File: src/rtl/riscv_defs_pkg.sv
// Shared RISC-V definitions: funct3 access encodings, MEM-stage FSM states
// and small helpers for decoding access size and alignment.
package riscv_defs_pkg;

    localparam logic [2:0] F3_LB  = 3'b000;
    localparam logic [2:0] F3_LH  = 3'b001;
    localparam logic [2:0] F3_LW  = 3'b010;
    localparam logic [2:0] F3_LBU = 3'b100;
    localparam logic [2:0] F3_LHU = 3'b101;
    localparam logic [2:0] F3_SB  = 3'b000;
    localparam logic [2:0] F3_SH  = 3'b001;
    localparam logic [2:0] F3_SW  = 3'b010;

    localparam int NUM_LANES = 4;

    typedef enum logic [1:0] {
        ST_IDLE = 2'd0,
        ST_BUSY = 2'd1,
        ST_DONE = 2'd2
    } mem_state_e;

    typedef enum logic [1:0] {
        SZ_B = 2'd0,
        SZ_H = 2'd1,
        SZ_W = 2'd2
    } acc_size_e;

    // Encodings outside byte/half fall back to word size.
    function automatic acc_size_e f3_size(input logic [1:0] f3_lo);
        case (f3_lo)
            2'b00:   return SZ_B;
            2'b01:   return SZ_H;
            default: return SZ_W;
        endcase
    endfunction

    function automatic logic is_misaligned(input logic [1:0] f3_lo, input logic [1:0] off);
        case (f3_size(f3_lo))
            SZ_B:    return 1'b0;
            SZ_H:    return off[0];
            default: return off != 2'b00;
        endcase
    endfunction

endpackage

File: src/rtl/mem_access_stage_align.sv
// Combinational lane steering: store data replication plus byte enables,
// and load byte/half extraction with sign or zero extension.
module mem_align
    import riscv_defs_pkg::*;
(
    input  logic [2:0]  st_funct3,
    input  logic [1:0]  st_off,
    input  logic [31:0] st_data,
    output logic [31:0] st_wdata,
    output logic [3:0]  st_be,
    input  logic [2:0]  ld_funct3,
    input  logic [1:0]  ld_off,
    input  logic [31:0] ld_rdata,
    output logic [31:0] ld_data
);

    acc_size_e                        st_size;
    acc_size_e                        ld_size;
    logic [NUM_LANES-1:0][7:0]        wlane;
    logic [31:0]                      ld_shift;

    assign st_size = f3_size(st_funct3[1:0]);
    assign ld_size = f3_size(ld_funct3[1:0]);

    // Each lane picks the store byte it carries for the current access size.
    for (genvar i = 0; i < NUM_LANES; i++) begin : g_lane
        always_comb begin
            case (st_size)
                SZ_B:    wlane[i] = st_data[7:0];
                SZ_H:    wlane[i] = st_data[8*(i%2) +: 8];
                default: wlane[i] = st_data[8*i +: 8];
            endcase
        end
    end

    assign st_wdata = wlane;

    // Byte enables shifted to the addressed lane.
    always_comb begin
        case (st_size)
            SZ_B:    st_be = 4'b0001 << st_off;
            SZ_H:    st_be = 4'b0011 << st_off;
            default: st_be = 4'hF;
        endcase
    end

    assign ld_shift = ld_rdata >> {ld_off, 3'b000};

    // Extract the addressed byte/half; funct3[2] selects zero extension.
    always_comb begin
        case (ld_size)
            SZ_B:    ld_data = ld_funct3[2] ? {24'h0, ld_shift[7:0]}
                                            : {{24{ld_shift[7]}}, ld_shift[7:0]};
            SZ_H:    ld_data = ld_funct3[2] ? {16'h0, ld_shift[15:0]}
                                            : {{16{ld_shift[15]}}, ld_shift[15:0]};
            default: ld_data = ld_rdata;
        endcase
    end

endmodule

File: src/rtl/mem_access_stage.sv
// MEM stage: converts the EX/MEM access into a handshaked bus transaction,
// stalls the front of the pipeline while it is outstanding and aborts with
// a bus error when no ack arrives within TIMEOUT_CYCLES.
module mem_access_stage
    import riscv_defs_pkg::*;
#(
    parameter int TIMEOUT_CYCLES = 16,
    parameter int ADDR_W         = 32
) (
    input  logic              clk,
    input  logic              rstn,
    input  logic              MEM_MemRead,
    input  logic              MEM_MemWrite,
    input  logic [2:0]        MEM_funct3,
    input  logic [31:0]       MEM_ALUResult,
    input  logic [31:0]       MEM_rs2_data,
    input  logic              MEM_RegWrite,
    output logic              MEM_RegWrite_o,
    output logic [31:0]       MEM_MemData,
    output logic              mem_stall,
    output logic              mem_fault,
    output logic              dmem_req,
    output logic              dmem_we,
    output logic [ADDR_W-1:0] dmem_addr,
    output logic [31:0]       dmem_wdata,
    output logic [3:0]        dmem_be,
    input  logic              dmem_ack,
    input  logic [31:0]       dmem_rdata
);

    localparam int          CNT_W   = 8;
    localparam logic [CNT_W-1:0] CNT_LAST = CNT_W'(TIMEOUT_CYCLES - 1);

    mem_state_e         state, state_nxt;
    logic [CNT_W-1:0]   cnt;
    logic [31:0]        data_q;
    logic               buserr_q;
    logic [2:0]         ld_f3_q;
    logic [1:0]         ld_off_q;
    logic               ld_is_q;

    logic               acc;
    logic               misal;
    logic               timeout;
    logic [31:0]        st_wdata;
    logic [3:0]         st_be;
    logic [31:0]        ld_data;

    assign acc     = MEM_MemRead | MEM_MemWrite;
    assign misal   = is_misaligned(MEM_funct3[1:0], MEM_ALUResult[1:0]);
    assign timeout = (cnt == CNT_LAST);

    mem_align u_align (
        .st_funct3 (MEM_funct3),
        .st_off    (MEM_ALUResult[1:0]),
        .st_data   (MEM_rs2_data),
        .st_wdata  (st_wdata),
        .st_be     (st_be),
        .ld_funct3 (ld_f3_q),
        .ld_off    (ld_off_q),
        .ld_rdata  (dmem_rdata),
        .ld_data   (ld_data)
    );

    // State register.
    always_ff @(posedge clk or negedge rstn) begin
        if (!rstn) state <= ST_IDLE;
        else       state <= state_nxt;
    end

    // Next state plus stall/gating outputs towards the pipeline.
    always_comb begin
        state_nxt      = state;
        mem_stall      = 1'b0;
        mem_fault      = 1'b0;
        MEM_RegWrite_o = MEM_RegWrite;
        MEM_MemData    = 32'h0;
        case (state)
            ST_IDLE: begin
                if (acc) begin
                    MEM_RegWrite_o = 1'b0;
                    if (misal) begin
                        mem_fault = 1'b1;
                    end else begin
                        mem_stall = 1'b1;
                        state_nxt = ST_BUSY;
                    end
                end
            end
            ST_BUSY: begin
                mem_stall      = 1'b1;
                MEM_RegWrite_o = 1'b0;
                if (dmem_ack || timeout) state_nxt = ST_DONE;
            end
            ST_DONE: begin
                MEM_MemData    = data_q;
                MEM_RegWrite_o = MEM_RegWrite & ~buserr_q;
                mem_fault      = buserr_q;
                state_nxt      = ST_IDLE;
            end
            default: state_nxt = ST_IDLE;
        endcase
    end

    // Bus request registers, timeout counter and load result capture.
    always_ff @(posedge clk or negedge rstn) begin
        if (!rstn) begin
            dmem_req   <= 1'b0;
            dmem_we    <= 1'b0;
            dmem_addr  <= '0;
            dmem_wdata <= 32'h0;
            dmem_be    <= 4'h0;
            cnt        <= '0;
            data_q     <= 32'h0;
            buserr_q   <= 1'b0;
            ld_f3_q    <= 3'b000;
            ld_off_q   <= 2'b00;
            ld_is_q    <= 1'b0;
        end else begin
            case (state)
                ST_IDLE: begin
                    if (acc && !misal) begin
                        dmem_req   <= 1'b1;
                        dmem_we    <= MEM_MemWrite;
                        dmem_addr  <= {MEM_ALUResult[ADDR_W-1:2], 2'b00};
                        dmem_wdata <= st_wdata;
                        dmem_be    <= st_be;
                        cnt        <= '0;
                        data_q     <= 32'h0;
                        buserr_q   <= 1'b0;
                        ld_f3_q    <= MEM_funct3;
                        ld_off_q   <= MEM_ALUResult[1:0];
                        ld_is_q    <= ~MEM_MemWrite;
                    end
                end
                ST_BUSY: begin
                    cnt <= cnt + 1'b1;
                    if (dmem_ack) begin
                        dmem_req <= 1'b0;
                        data_q   <= ld_is_q ? ld_data : 32'h0;
                    end else if (timeout) begin
                        dmem_req <= 1'b0;
                        data_q   <= 32'h0;
                        buserr_q <= 1'b1;
                    end
                end
                default: ;
            endcase
        end
    end

endmodule

File: config.mk
export PLATFORM = sky130hd
export DESIGN_NAME = mem_access_stage
export DESIGN_NICKNAME = d
export VERILOG_FILES = /design/src/rtl/riscv_defs_pkg.sv /design/src/rtl/mem_access_stage_align.sv /design/src/rtl/mem_access_stage.sv
export SDC_FILE = /design/constraint.sdc
export NUM_CORES = 1
export LEC_CHECK = 0
export CAP_MARGIN = 20
export CORE_MARGIN = 2
export CORE_UTILIZATION = 45
export DETAILED_ROUTE_END_ITERATION = 10
export GPL_ROUTABILITY_DRIVEN = 0
export PLACE_DENSITY_LB_ADDON = 0.2
export SKIP_CTS_REPAIR_TIMING = 1
export SYNTH_ARGS = -nofsm -noshare
export SYNTH_HDL_FRONTEND = slang
export SYNTH_SLANG_ARGS = --single-unit
File: constraint.sdc
create_clock -name clk -period 2.6 [get_ports clk]
set_clock_uncertainty 0.2 [all_clocks]
set_input_delay 0.26 -clock clk [delete_from_list [all_inputs] [get_ports clk]]
set_output_delay 0.26 -clock clk [all_outputs]
set_load 0.01 [all_outputs]
* Word level (Yosys, flattened, before mapping)
Index checks and enable logic that the tools add are counted.
** Word-level totals
- Memory bits (writable) :: 0
- Output and inout bits :: 105
- Memories kept :: 0
- Memory bits (read-only) :: 0
- Bits in latches :: 0
- Bits in registers :: 117
- Input bits :: 105
- Word-level logic and storage cells :: 88
** Operators by class
- Multiplexer cells :: 38
- Add/subtract/negate cells :: 1
- Shift-type cells :: 3
- Order comparisons :: 0
- Eq/ne operators :: 14
- Reduce and logical (&&, ||, !) cells :: 16
- Multiply operators :: 0
- Divide/modulo/power cells :: 0
- Bitwise gates (word level) :: 4
** Operators with widths (count)
- 2-to-1 mux 32 bit :: 7
- case mux 32 bit (2 select lines) :: 2
- case mux 8 bit (2 select lines) :: 2
- >> shifter 32 x 5 -> 16 bit :: 1
- 2-to-1 mux 8 bit :: 3
- != test 2 bit, second input constant :: 6
- case mux 2 bit (2 select lines) :: 3
- 2-to-1 mux 1 bit :: 11
- == test 2 x 1 -> 1 bit, second input constant :: 5
- logical NOT 2 bit :: 5
- case mux 1 bit (2 select lines) :: 5
- adder 8 x 1 -> 8 bit, second input constant :: 1
- == test 8 x 4 -> 1 bit, second input constant :: 1
- case mux 4 bit (2 select lines) :: 1
- 2-to-1 mux 2 bit :: 3
- AND reduction 3 bit :: 2
- AND reduction 2 bit :: 2
- AND reduction 4 bit :: 1
- nonzero test 2 bit :: 2
- << shifter 1 x 2 -> 4 bit, first input constant :: 1
- << shifter 2 x 2 -> 4 bit, first input constant :: 1
- != test 3 bit, second input constant :: 1
- case mux 1 bit (3 select lines) :: 1
- == test 2 bit, second input constant :: 1
- 7 further kinds :: 8

* Longest topological paths before layout
Gate-level depths: netlist of run 1.
- Depth in word-level cells :: 8
- Gate-level depth with buffers :: 8
- Depth with buffers taken out :: 6

* Cells and area by module
Synthesis of run 1 repeated with hierarchy kept, for this count alone.
** Second synthesis, totals
- Cell total of the unflattened synthesis :: 619
- Area, all modules :: 6582.6 µm²
** By module, submodules not included
- mem_access_stage :: area an instance 5385.2 µm², times used 1, sequential area each 2927.8 µm², cells an instance 444
- mem_align :: area an instance 1197.4 µm², times used 1, sequential area each 0.0 µm², cells an instance 175

* Least setup slack after synthesis of run 1
No wires, ideal clock.
- Path kind :: reg2reg
- Start :: register cnt[5]
- End :: register data_q[10]
- Data required time :: 2274 ps
- Slack :: 458 ps
- Arrival time :: 1816 ps
- Period minus slack after synthesis :: 2142 ps
- Path buffers :: 1
- Stages on the path, launching flop included :: 6
- Library setup time :: 126 ps
- Cells stage by stage :: dfrtp_1 or4_1 o211ai_1 o21ai_1 buf_2 a221o_1
** On the way
- Cells in the longest elaborated chain, start to end :: 3
** Ends and longest elaborated chain
- start, declared :: line mem_access_stage.sv:35 : logic [CNT_W-1:0] cnt;
- start signal, assigned :: line mem_access_stage.sv:137 : cnt <= cnt + 1'b1;
- == test 8 x 4 -> 1 bit :: line mem_access_stage.sv:51 : assign timeout = (cnt == CNT_LAST);
- != test 3 bit (no line)
- AND reduction 3 bit (no line)
- end signal, assigned :: line mem_access_stage.sv:140 : data_q <= ld_is_q ? ld_data : 32'h0;
- end, declared :: line mem_access_stage.sv:36 : logic [31:0] data_q;
Every way passes these cells.
A chain may end at the register's enable or synchronous reset.

* Final worst setup path of run 1
- Start :: register state[1]
- End :: output port MEM_RegWrite_o
** On the way
- Cells in the longest elaborated chain, start to end :: 2
- Elaborated cells on any way between the ends :: 4
- Those cells by class :: 2 x eq/ne; 1 x mux; 1 x reduce/logical
** Ends and longest elaborated chain
- start, declared :: line mem_access_stage.sv:34 : mem_state_e state, state_nxt;
- start signal, assigned :: line mem_access_stage.sv:68 : else state <= state_nxt;
- == test 2 bit (tied with other cells) :: line mem_access_stage.sv:78 : case (state)
- case mux 1 bit (3 select lines) * :: line mem_access_stage.sv:78
- end, declared :: line mem_access_stage.sv:18 : output logic MEM_RegWrite_o,
Mark *: on every way between the ends. The rest lies on a longest branch, timed or not.

==> results of run 1 <==
-- metrics by stage --
step	setup TNS, ns	utilization (%)	worst slack [ns]
floorplan	0	-	0.458
global placement	0	65.4	0.125
detailed placement	0	65.4	0.0785
CTS	-0.0876	70.6	-0.0876
global route	0	70.7	0.0196
finish	0	70.7	0.160
-- final cells by class --
| class | instances | area (um^2) | share of cell area, % |
|---|---|---|---|
| Timing Repair Buffer | 229 | 2280 | 26.7 |
| Tap cell | 168 | 210 | 2.46 |
| Clock buffer | 17 | 425 | 4.99 |
| Sequential cell | 117 | 2930 | 34.3 |
| Inverter | 6 | 22.5 | 0.264 |
| Multi-Input combinational cell | 449 | 2460 | 28.8 |
| Clock inverter | 15 | 206 | 2.42 |
-- cell usage after synthesis, types with 2 or more instances --
master	n
buf_2	7
a22oi_1	16
a221o_1	15
nand2_1	186
o31ai_1	3
mux2i_1	28
and2_1	32
buf_4	2
nor2b_1	7
o211ai_1	2
nor3b_1	6
o221ai_1	6
o21a_1	2
buf_1	5
clkbuf_1	29
o21ai_0	31
o211a_1	2
a22o_1	11
nor3_1	2
nand3_1	5
a21o_1	2
nor2_1	40
inv_1	6
dfrtp_1	117
and3_1	3
nand2b_1	3
or2_2	2
a21oi_1	29
-- power by group through the flow --
| stage | registers (uW) | clock network (uW) | logic (uW) |
|---|---|---|---|
| 6_report | 2890 | 2490 | 2880 |
| 3_5_place_dp | 2890 | 0 | 2870 |
| 5_1_grt | 2960 | 2600 | 3140 |
| 3_3_place_gp | 2880 | 0 | 2810 |
| 4_1_cts | 2880 | 2510 | 2890 |
| 2_1_floorplan | 3000 | 0 | 1210 |
-- worst max path at each step --
stage | cells past startpoint | endpoint | startpoint | slack, ns
after floorplan | 5 | data_q[10] | cnt[5] | 0.46
after detailed placement | 8 | data_q[26] | MEM_funct3[1] | 0.08
after CTS | 4 | mem_fault | state[1] | -0.09
after global routing | 4 | MEM_MemData[23] | state[1] | 0.02
final | 5 | MEM_RegWrite_o | state[1] | 0.16
after global placement | 8 | data_q[17] | MEM_funct3[1] | 0.13
-- metal layers --
| metal | global-route usage, % | routed length [um] | vias to the layer above |
|---|---|---|---|
| met4 | 9.00 | 342 | 0 |
| met2 | 42.4 | 8180 | 215 |
| met1 | 31.5 | 6740 | 2573 |
| met5 | 0 | 0 | - |
| li1 | - | - | 2495 |
| met3 | 9.12 | 1390 | 30 |
-- registers in the layout, summed over array words and instances, names as in the netlist, 2 cells and up --
register / cells
dmem_wdata: 32
dmem_be: 4
data_q: 32
ld_f3_q: 3
state: 2
ld_off_q: 2
dmem_addr: 30
cnt: 8
-- layout by cell type (no fill, tap or decap), drive strengths merged, types with 6 or more instances in the layout --
cell type        n
inv              7
a22o            11
nand2          186
a221o           15
nor3b            6
buf             22
clkdlybuf4s50  204
a22oi           16
nor2            40
mux2i           28
clkbuf          17
o221ai           6
o21ai           32
a21oi           29
and2            32
dfrtp          117
nor2b            7
-- worst reg2reg max path, stage by stage (launching register included) --
cell and delay [ns]:
dfrtp_1 0.43, or4_1 0.58, o211ai_1 0.27, o21ai_2 0.25, buf_4 0.27, a22oi_1 0.16, nand2_1 0.07
-- logic make-up (layout without fill, tap and decap cells) --
family	after synthesis	in the layout	share of synthesized area (%)
buffers and inverters	49	267	3.59
XOR/XNOR	1	1	0.157
other	1	2	0.0672
AND/OR/NAND/NOR	294	294	23.3
AO/OA/AOI/OAI	122	122	14.9
flip-flops	117	117	52.5
adder cells (fa/ha/maj)	1	1	0.224
multiplexers	29	29	5.23
==> flow_metrics.py, run 1 <==
metrics = {
    "drt": {
        "antenna_left": 0,
        "avgViaCountPerCell": 5.31,
        "drt-total-wl_um": 16700,
        "drt_iter0_markers": 322,
        "detail_route.wl_per_cell_um": 16.6,
        "vias": 5313,
        "drcViolationCount": 0,
        "firstDrtPassIters": 4,
    },
    "timing": {
        "setup_viol": 0,
        "rsz0062_at_grt": "no",
        "tightest_slew_ns": 0.671,
        "finalCriticalPeriod_ns": 2.44,
        "relSlewSlack_pct": 55.3,
        "post-route-period-util_pct": 93.9,
        "fmax_mhz": 410,
        "hold_viol_final": 0,
        "drv_slew": 0,
        "hold_slack_ns": 0.161,
    },
    "setup_path": {
        "slowest_delay_ns": 0.54,
        "crit_chain": "nor2b_1 -> buf_4 -> nand2_1 -> o211a_1 -> clkdlybuf4s50_1",
        "r2r_end": "data_q[26]",
        "cp_max_fo": 33,
        "worstSetupPathType": "register to output port",
        "critPathRequiredTime_ns": 2.14,
        "end_kind": "output port",
        "r2r_slack_ns": 0.23,
        "rr_worst_depth": 6,
        "crit_slowest_cell": "clkdlybuf4s50_1",
        "reg2reg_from": "cnt[4]",
        "crit_family": "buffers and inverters",
        "worstPathBufferInverterCount": 2,
        "crit_arrival_ns": 1.98,
        "start_kind": "register",
    },
    "power": {
        "power.density_nw_per_um2": 967,
        "net-switching-power_uw": 2680,
        "power_uw": 8250,
        "switching_share_pct": 32.5,
        "power.leakage_uw": 0.00398,
        "combPwrFrac_pct": 34.9,
        "irDropWorstVdd_mv": 0.524,
        "clkPwrFrac_pct": 30.2,
        "seq_power_share_pct": 35.0,
        "intPower_uw": 5570,
    },
    "synth": {
        "yosys.cell_types.count": 43,
        "yosysSeqAreaShare_pct": 52.5,
        "synth_cells": 614,
        "postSynthAreaPerCell_um2": 9.08,
        "synth_top_cell_by_area": "dfrtp_1",
        "synth_ff_type": "dfrtp_1",
        "synth-seq-cells": 117,
        "synth_area_leaders": "dfrtp_1 53%, nand2_1 13%, mux2i_1 5.0%, and2_1 3.6%, o21ai_0 2.8%",
        "syn_area_um2": 5580,
        "async_reset_ff_share_pct": 100,
        "synth_edf_count": 0,
        "yosys_warnings": 0,
        "synth_top_area_share_pct": 52.5,
    },
    "floorplan": {
        "dieArea_um2": 13300,
        "io_pins": 210,
        "fp-row-count": 40,
        "die_h_um": 115,
        "die_w_um": 115,
        "core_area_um2": 12100,
        "start_util_pct": 46.2,
    },
    "final_layout": {
        "final_cells": 1001,
        "final_area_um2": 8530,
        "fin_nets": 926,
        "drive_gt1_share_pct": 7.44,
        "nFillCells": 942,
        "areaGrowthSynthToFinish_pct": 53.0,
        "antenna_cells": 0,
    },
    "place": {
        "port_buffers": 207,
        "dp_hpwl_um": 12100,
        "dpl-instance-area_um2": 7880,
        "dp_cells": 968,
    },
    "clock_tree": {
        "clk_latency_ns": 0.42,
        "path_clk_slew_ns": 0.06,
        "cts_buffer_depth": 2,
        "htree_levels": 4,
        "cts-buffers-inserted": 17,
        "cts_tree": "yes",
        "clock_sinks": 117,
        "root_buffer": "clkbuf_16",
    },
    "job": {
        "cap_viol_max_count": 0,
    },
    "global_route": {
        "grt_max_degree": 62,
        "grt_pass1_vias": 5256,
        "grt_use_total_pct": 25.8,
        "grt_pass1_wl_um": 26500,
        "antenna_found_initial": 1,
        "globalRoute.totalOverflow": 0,
    },
    "run_status": {
        "status": "complete, no violations",
    },
    "hold_path": {
        "hold_class": "input pin to async pin",
    },
}
(Power assumes the default switching activity.)
==> run 2, diff against run 1 <==
CAP_MARGIN = 5   (was 20)
REMOVE_ABC_BUFFERS = 1   (was default)
==> flow_metrics.py, run 2 (synthesis gave the netlist of run 1 again) <==
metrics = {
    "setup_path": {
        "worstSetupPathType": "register to output port",
        "crit_arrival_ns": 2.01,
        "crit_slowest_cell": "clkdlybuf4s50_1",
        "cp_max_fo": 33,
        "worstPathBufferInverterCount": 2,
        "critPathRequiredTime_ns": 2.14,
        "slowest_delay_ns": 0.55,
        "start_kind": "register",
        "crit_family": "buffers and inverters",
        "crit_chain": "nor2b_1 -> buf_4 -> and2_1 -> clkdlybuf4s50_1",
        "end_kind": "output port",
    },
    "job": {
        "cap_viol_max_count": 0,
    },
    "floorplan": {
        "fp-row-count": 40,
        "dieArea_um2": 13300,
        "start_util_pct": 46.2,
        "die_h_um": 115,
        "die_w_um": 115,
        "io_pins": 210,
        "core_area_um2": 12100,
    },
    "final_layout": {
        "antenna_cells": 0,
        "top_regs": "data_q: 32 flops, dmem_wdata: 32 flops, dmem_addr: 30 flops",
        "layout_common_cells": "204 x clkdlybuf4s50_1, 185 x nand2_1, 117 x dfrtp_1, 39 x nor2_1, 32 x and2_1",
        "nFillCells": 917,
        "drive_gt1_share_pct": 8.10,
        "areaGrowthSynthToFinish_pct": 53.4,
        "final_common_cell": "clkdlybuf4s50_1",
        "fin_nets": 933,
    },
    "clock_tree": {
        "root_buffer": "clkbuf_16",
        "htree_levels": 4,
        "path_clk_slew_ns": 0.06,
        "clk_latency_ns": 0.40,
        "cts_buffer_depth": 2,
        "cts-buffers-inserted": 17,
        "clock_sinks": 117,
        "cts_tree": "yes",
    },
    "timing": {
        "hold_viol_final": 0,
        "relSlewSlack_pct": 54.5,
        "hold_slack_ns": 0.176,
        "finalCriticalPeriod_ns": 2.47,
        "fin_setup_tns_ns": 0,
        "post-route-period-util_pct": 94.9,
        "tightest_slew_ns": 0.683,
        "drv_slew": 0,
        "setup_viol": 0,
        "fmax_mhz": 405,
    },
    "drt": {
        "avgViaCountPerCell": 5.32,
        "firstDrtPassIters": 5,
        "drcViolationCount": 0,
        "drt_iter0_markers": 261,
        "detail_route.wl_per_cell_um": 16.8,
        "antenna_left": 0,
        "drt-total-wl_um": 17000,
        "vias": 5361,
    },
    "global_route": {
        "busiest_layer": "met2",
        "met3_usage_pct": 11.3,
        "grt_max_degree": 61,
        "grt_pass1_vias": 5361,
        "globalRoute.totalOverflow": 0,
        "grtUsageMet1_pct": 30.9,
        "antenna_found_initial": 0,
        "grt_pass1_wl_um": 26900,
        "grt_use_total_pct": 26.0,
        "gr-usage-met2_pct": 41.9,
    },
    "place": {
        "dp_hpwl_um": 12200,
        "port_buffers": 207,
    },
    "power": {
        "power.leakage_uw": 0.00401,
        "irDropWorstVdd_mv": 0.537,
        "power.density_nw_per_um2": 954,
    },
    "hold_path": {
        "hold_class": "input pin to register",
    },
    "run_status": {
        "status": "complete, no violations",
    },
}
run 2: cell types whose count changed in the layout (fill, tap and decap cells not counted), sizes merged:
cell / delta
buf: +7
bufinv: -1
clkbuf: +2
clkinv: +1
clkinvlp: -1
inv: -1
run 2: power by group:
group	switching, uW	total, uW	internal (uW)
clock network	826	2350	1530
registers	440	2910	2470
logic	1390	2900	1510
run 2: worst paths after layout:
check                                  from         endpoint  slack (ns)  cells past startpoint
max                                state[0]  MEM_MemData[15]        0.13                      4
min                        MEM_ALUResult[6]     dmem_addr[6]        0.18                      3
max reg2reg                          cnt[5]       data_q[30]        0.20                      6
min reg2reg                       data_q[5]        data_q[5]        0.27                      2
max in group asynchronous              rstn     dmem_addr[2]        1.40                      3
min in group asynchronous              rstn    dmem_addr[25]        0.19                      2
run 2: through the flow:
stage	cell area, um^2	util, %	setup slack [ns]	std cells	total power (uW)
floorplan	5400	-	-1.42	572	4130
global placement	7910	65.6	0.0449	972	5680
detailed placement	7910	65.6	0.0517	972	5800
CTS	8510	70.6	-0.0752	1004	8190
global route	8560	70.9	-0.00721	1008	8630
finish	8560	70.9	0.134	1008	8160
run 2: routing by layer:
| layer | share of wire [%] | vias up | wire (um) |
|---|---|---|---|
| met3 | 10 | 31 | 1760 |
| met4 | 1.9 | 0 | 326 |
| met5 | 0 | - | 0 |
| met2 | 48 | 263 | 8180 |
| met1 | 39 | 2557 | 6700 |
| li1 | - | 2510 | - |
run 2: area by class of cell:
type / instances / area (um^2) / area share, %
clock inverter: 13 / 158 / 1.84
sequential: 117 / 2930 / 34.2
tap: 168 / 210 / 2.46
multi-input combinational: 449 / 2460 / 28.8
inverter: 6 / 22.5 / 0.263
timing repair buffer: 236 / 2330 / 27.3
clock buffer: 19 / 443 / 5.18
run 2: tightest hold or removal path: stages:
cell             delay [ns]
clkdlybuf4s50_1        0.39
nand2_1                0.05
nand2_1                0.04
==> run 3, diff against run 2 <==
CORE_MARGIN = 3   (was 2)
==> flow_metrics.py, run 3 (synthesis gave the netlist of run 1 again) <==
metrics = {
    "run_status": {
        "status": "complete, no violations",
    },
    "global_route": {
        "grt_pass1_wl_um": 27400,
        "grt_pass1_vias": 5397,
        "antenna_found_initial": 0,
        "globalRoute.totalOverflow": 0,
        "grt_max_degree": 74,
        "grt_use_total_pct": 24.5,
    },
    "setup_path": {
        "crit_arrival_ns": 1.99,
        "end_kind": "output port",
        "crit_family": "buffers and inverters",
        "cp_max_fo": 33,
        "start_kind": "register",
        "worstPathBufferInverterCount": 2,
        "critPathRequiredTime_ns": 2.14,
        "worstSetupPathType": "register to output port",
        "slowest_delay_ns": 0.54,
        "crit_slowest_cell": "clkdlybuf4s50_1",
        "crit_chain": "nor2b_1 -> buf_4 -> nand2_1 -> o211a_1 -> clkdlybuf4s50_1",
    },
    "drt": {
        "antenna_left": 0,
        "vias": 5329,
        "firstDrtPassIters": 5,
        "drt-total-wl_um": 16700,
        "avgViaCountPerCell": 5.31,
        "drt_iter0_markers": 318,
        "drcViolationCount": 0,
        "detail_route.wl_per_cell_um": 16.7,
    },
    "place": {
        "dpl-instance-area_um2": 7890,
        "dp_cells": 970,
        "preCtsSetupSlack_ns": 0.0544,
        "port_buffers": 207,
        "dp_hpwl_um": 11900,
    },
    "timing": {
        "hold_viol_final": 0,
        "drv_slew": 0,
        "setup_ws_ns": 0.149,
        "tightest_slew_ns": 0.689,
        "fin_setup_tns_ns": 0,
        "rsz0062_at_grt": "no",
        "fmax_mhz": 408,
        "setup_viol": 0,
        "post-route-period-util_pct": 94.3,
        "finalCriticalPeriod_ns": 2.45,
        "relSlewSlack_pct": 54.1,
    },
    "power": {
        "switching_share_pct": 32.0,
        "clkPwrFrac_pct": 28.7,
        "power.density_nw_per_um2": 953,
        "net-switching-power_uw": 2590,
        "power_uw": 8100,
        "intPower_uw": 5510,
        "irDropWorstVdd_mv": 0.562,
        "combPwrFrac_pct": 35.6,
        "power.leakage_uw": 0.00399,
        "seq_power_share_pct": 35.7,
    },
    "clock_tree": {
        "cts_tree": "yes",
        "clk_latency_ns": 0.41,
        "clock_sinks": 117,
        "path_clk_slew_ns": 0.05,
        "cts-buffers-inserted": 17,
        "htree_levels": 4,
        "root_buffer": "clkbuf_16",
        "cts_buffer_depth": 2,
    },
    "floorplan": {
        "core_area_um2": 12100,
        "start_util_pct": 46.2,
        "fp-row-count": 40,
        "io_pins": 210,
        "die_w_um": 117,
        "die_h_um": 117,
        "dieArea_um2": 13800,
    },
    "final_layout": {
        "final_common_cell": "clkdlybuf4s50_1",
        "top_regs": "data_q: 32 flops, dmem_wdata: 32 flops, dmem_addr: 30 flops",
        "final_cells": 1003,
        "layout_common_cells": "204 x clkdlybuf4s50_1, 185 x nand2_1, 117 x dfrtp_1, 39 x nor2_1, 32 x and2_1",
        "fin_nets": 929,
        "antenna_cells": 0,
        "areaGrowthSynthToFinish_pct": 52.5,
        "drive_gt1_share_pct": 7.43,
        "nFillCells": 928,
        "final_area_um2": 8500,
    },
    "job": {
        "cap_viol_max_count": 0,
    },
    "hold_path": {
        "hold_class": "input pin to register",
    },
}
==> run 3: cell types whose count changed in the layout (fill, tap and decap cells not counted), sizes merged <==
cell      before  now
buf           29   25
clkbuf        19   21
clkinvlp       4    2
clkinv         6    5
==> run 3: metrics by stage <==
step	utilization [%]	hold WS, ns
global route	70.5	0.166
floorplan	-	-0.236
global placement	65.4	0.114
finish	70.5	0.180
detailed placement	65.4	0.115
CTS	70.3	-0.322
==> run 3: worst paths after layout <==
path / end / slack, ns / start / depth (start not counted)
max in group asynchronous: dmem_wdata[7] / 1.47 / rstn / 3
setup / recovery: MEM_RegWrite_o / 0.15 / state[1] / 5
setup reg to reg: data_q[29] / 0.23 / cnt[5] / 6
min in group asynchronous: cnt[1] / 0.21 / rstn / 3
hold / removal: dmem_addr[7] / 0.18 / MEM_ALUResult[7] / 3
hold reg to reg: data_q[3] / 0.26 / data_q[3] / 2
==> run 3: power groups by stage <==
stage	logic [uW]	registers [uW]	clock network [uW]
finish	2880	2890	2330
global route	3140	2980	2470
CTS	2900	2890	2370
floorplan	1070	3060	0
global placement	2800	2880	0
detailed placement	2870	2900	0
==> run 3: layer usage <==
| layer | GRT usage [%] | part of all wire [%] | vias to the layer above |
|---|---|---|---|
| li1 | - | - | 2498 |
| met1 | 30.4 | 41 | 2552 |
| met2 | 39.1 | 48 | 247 |
| met3 | 10.5 | 9.3 | 32 |
| met4 | 7.92 | 2.3 | 0 |
| met5 | 0 | 0 | - |
==> run 3: worst reg2reg max path, stage by stage, from the launching register on <==
cell	delay, ns
dfrtp_1	0.41
or4_1	0.59
o211ai_1	0.32
o21ai_2	0.22
buf_4	0.22
a22oi_1	0.17
nand2_1	0.09
==> run 3: layout make-up <==
| type | count | area (um^2) | area share [%] |
|---|---|---|---|
| clock buffer | 21 | 460 | 5.41 |
| clock inverter | 10 | 130 | 1.53 |
| inverter | 6 | 22.5 | 0.265 |
| multi-input combinational | 449 | 2460 | 29.0 |
| sequential | 117 | 2930 | 34.4 |
| tap | 168 | 210 | 2.47 |
| timing repair buffer | 232 | 2290 | 26.9 |
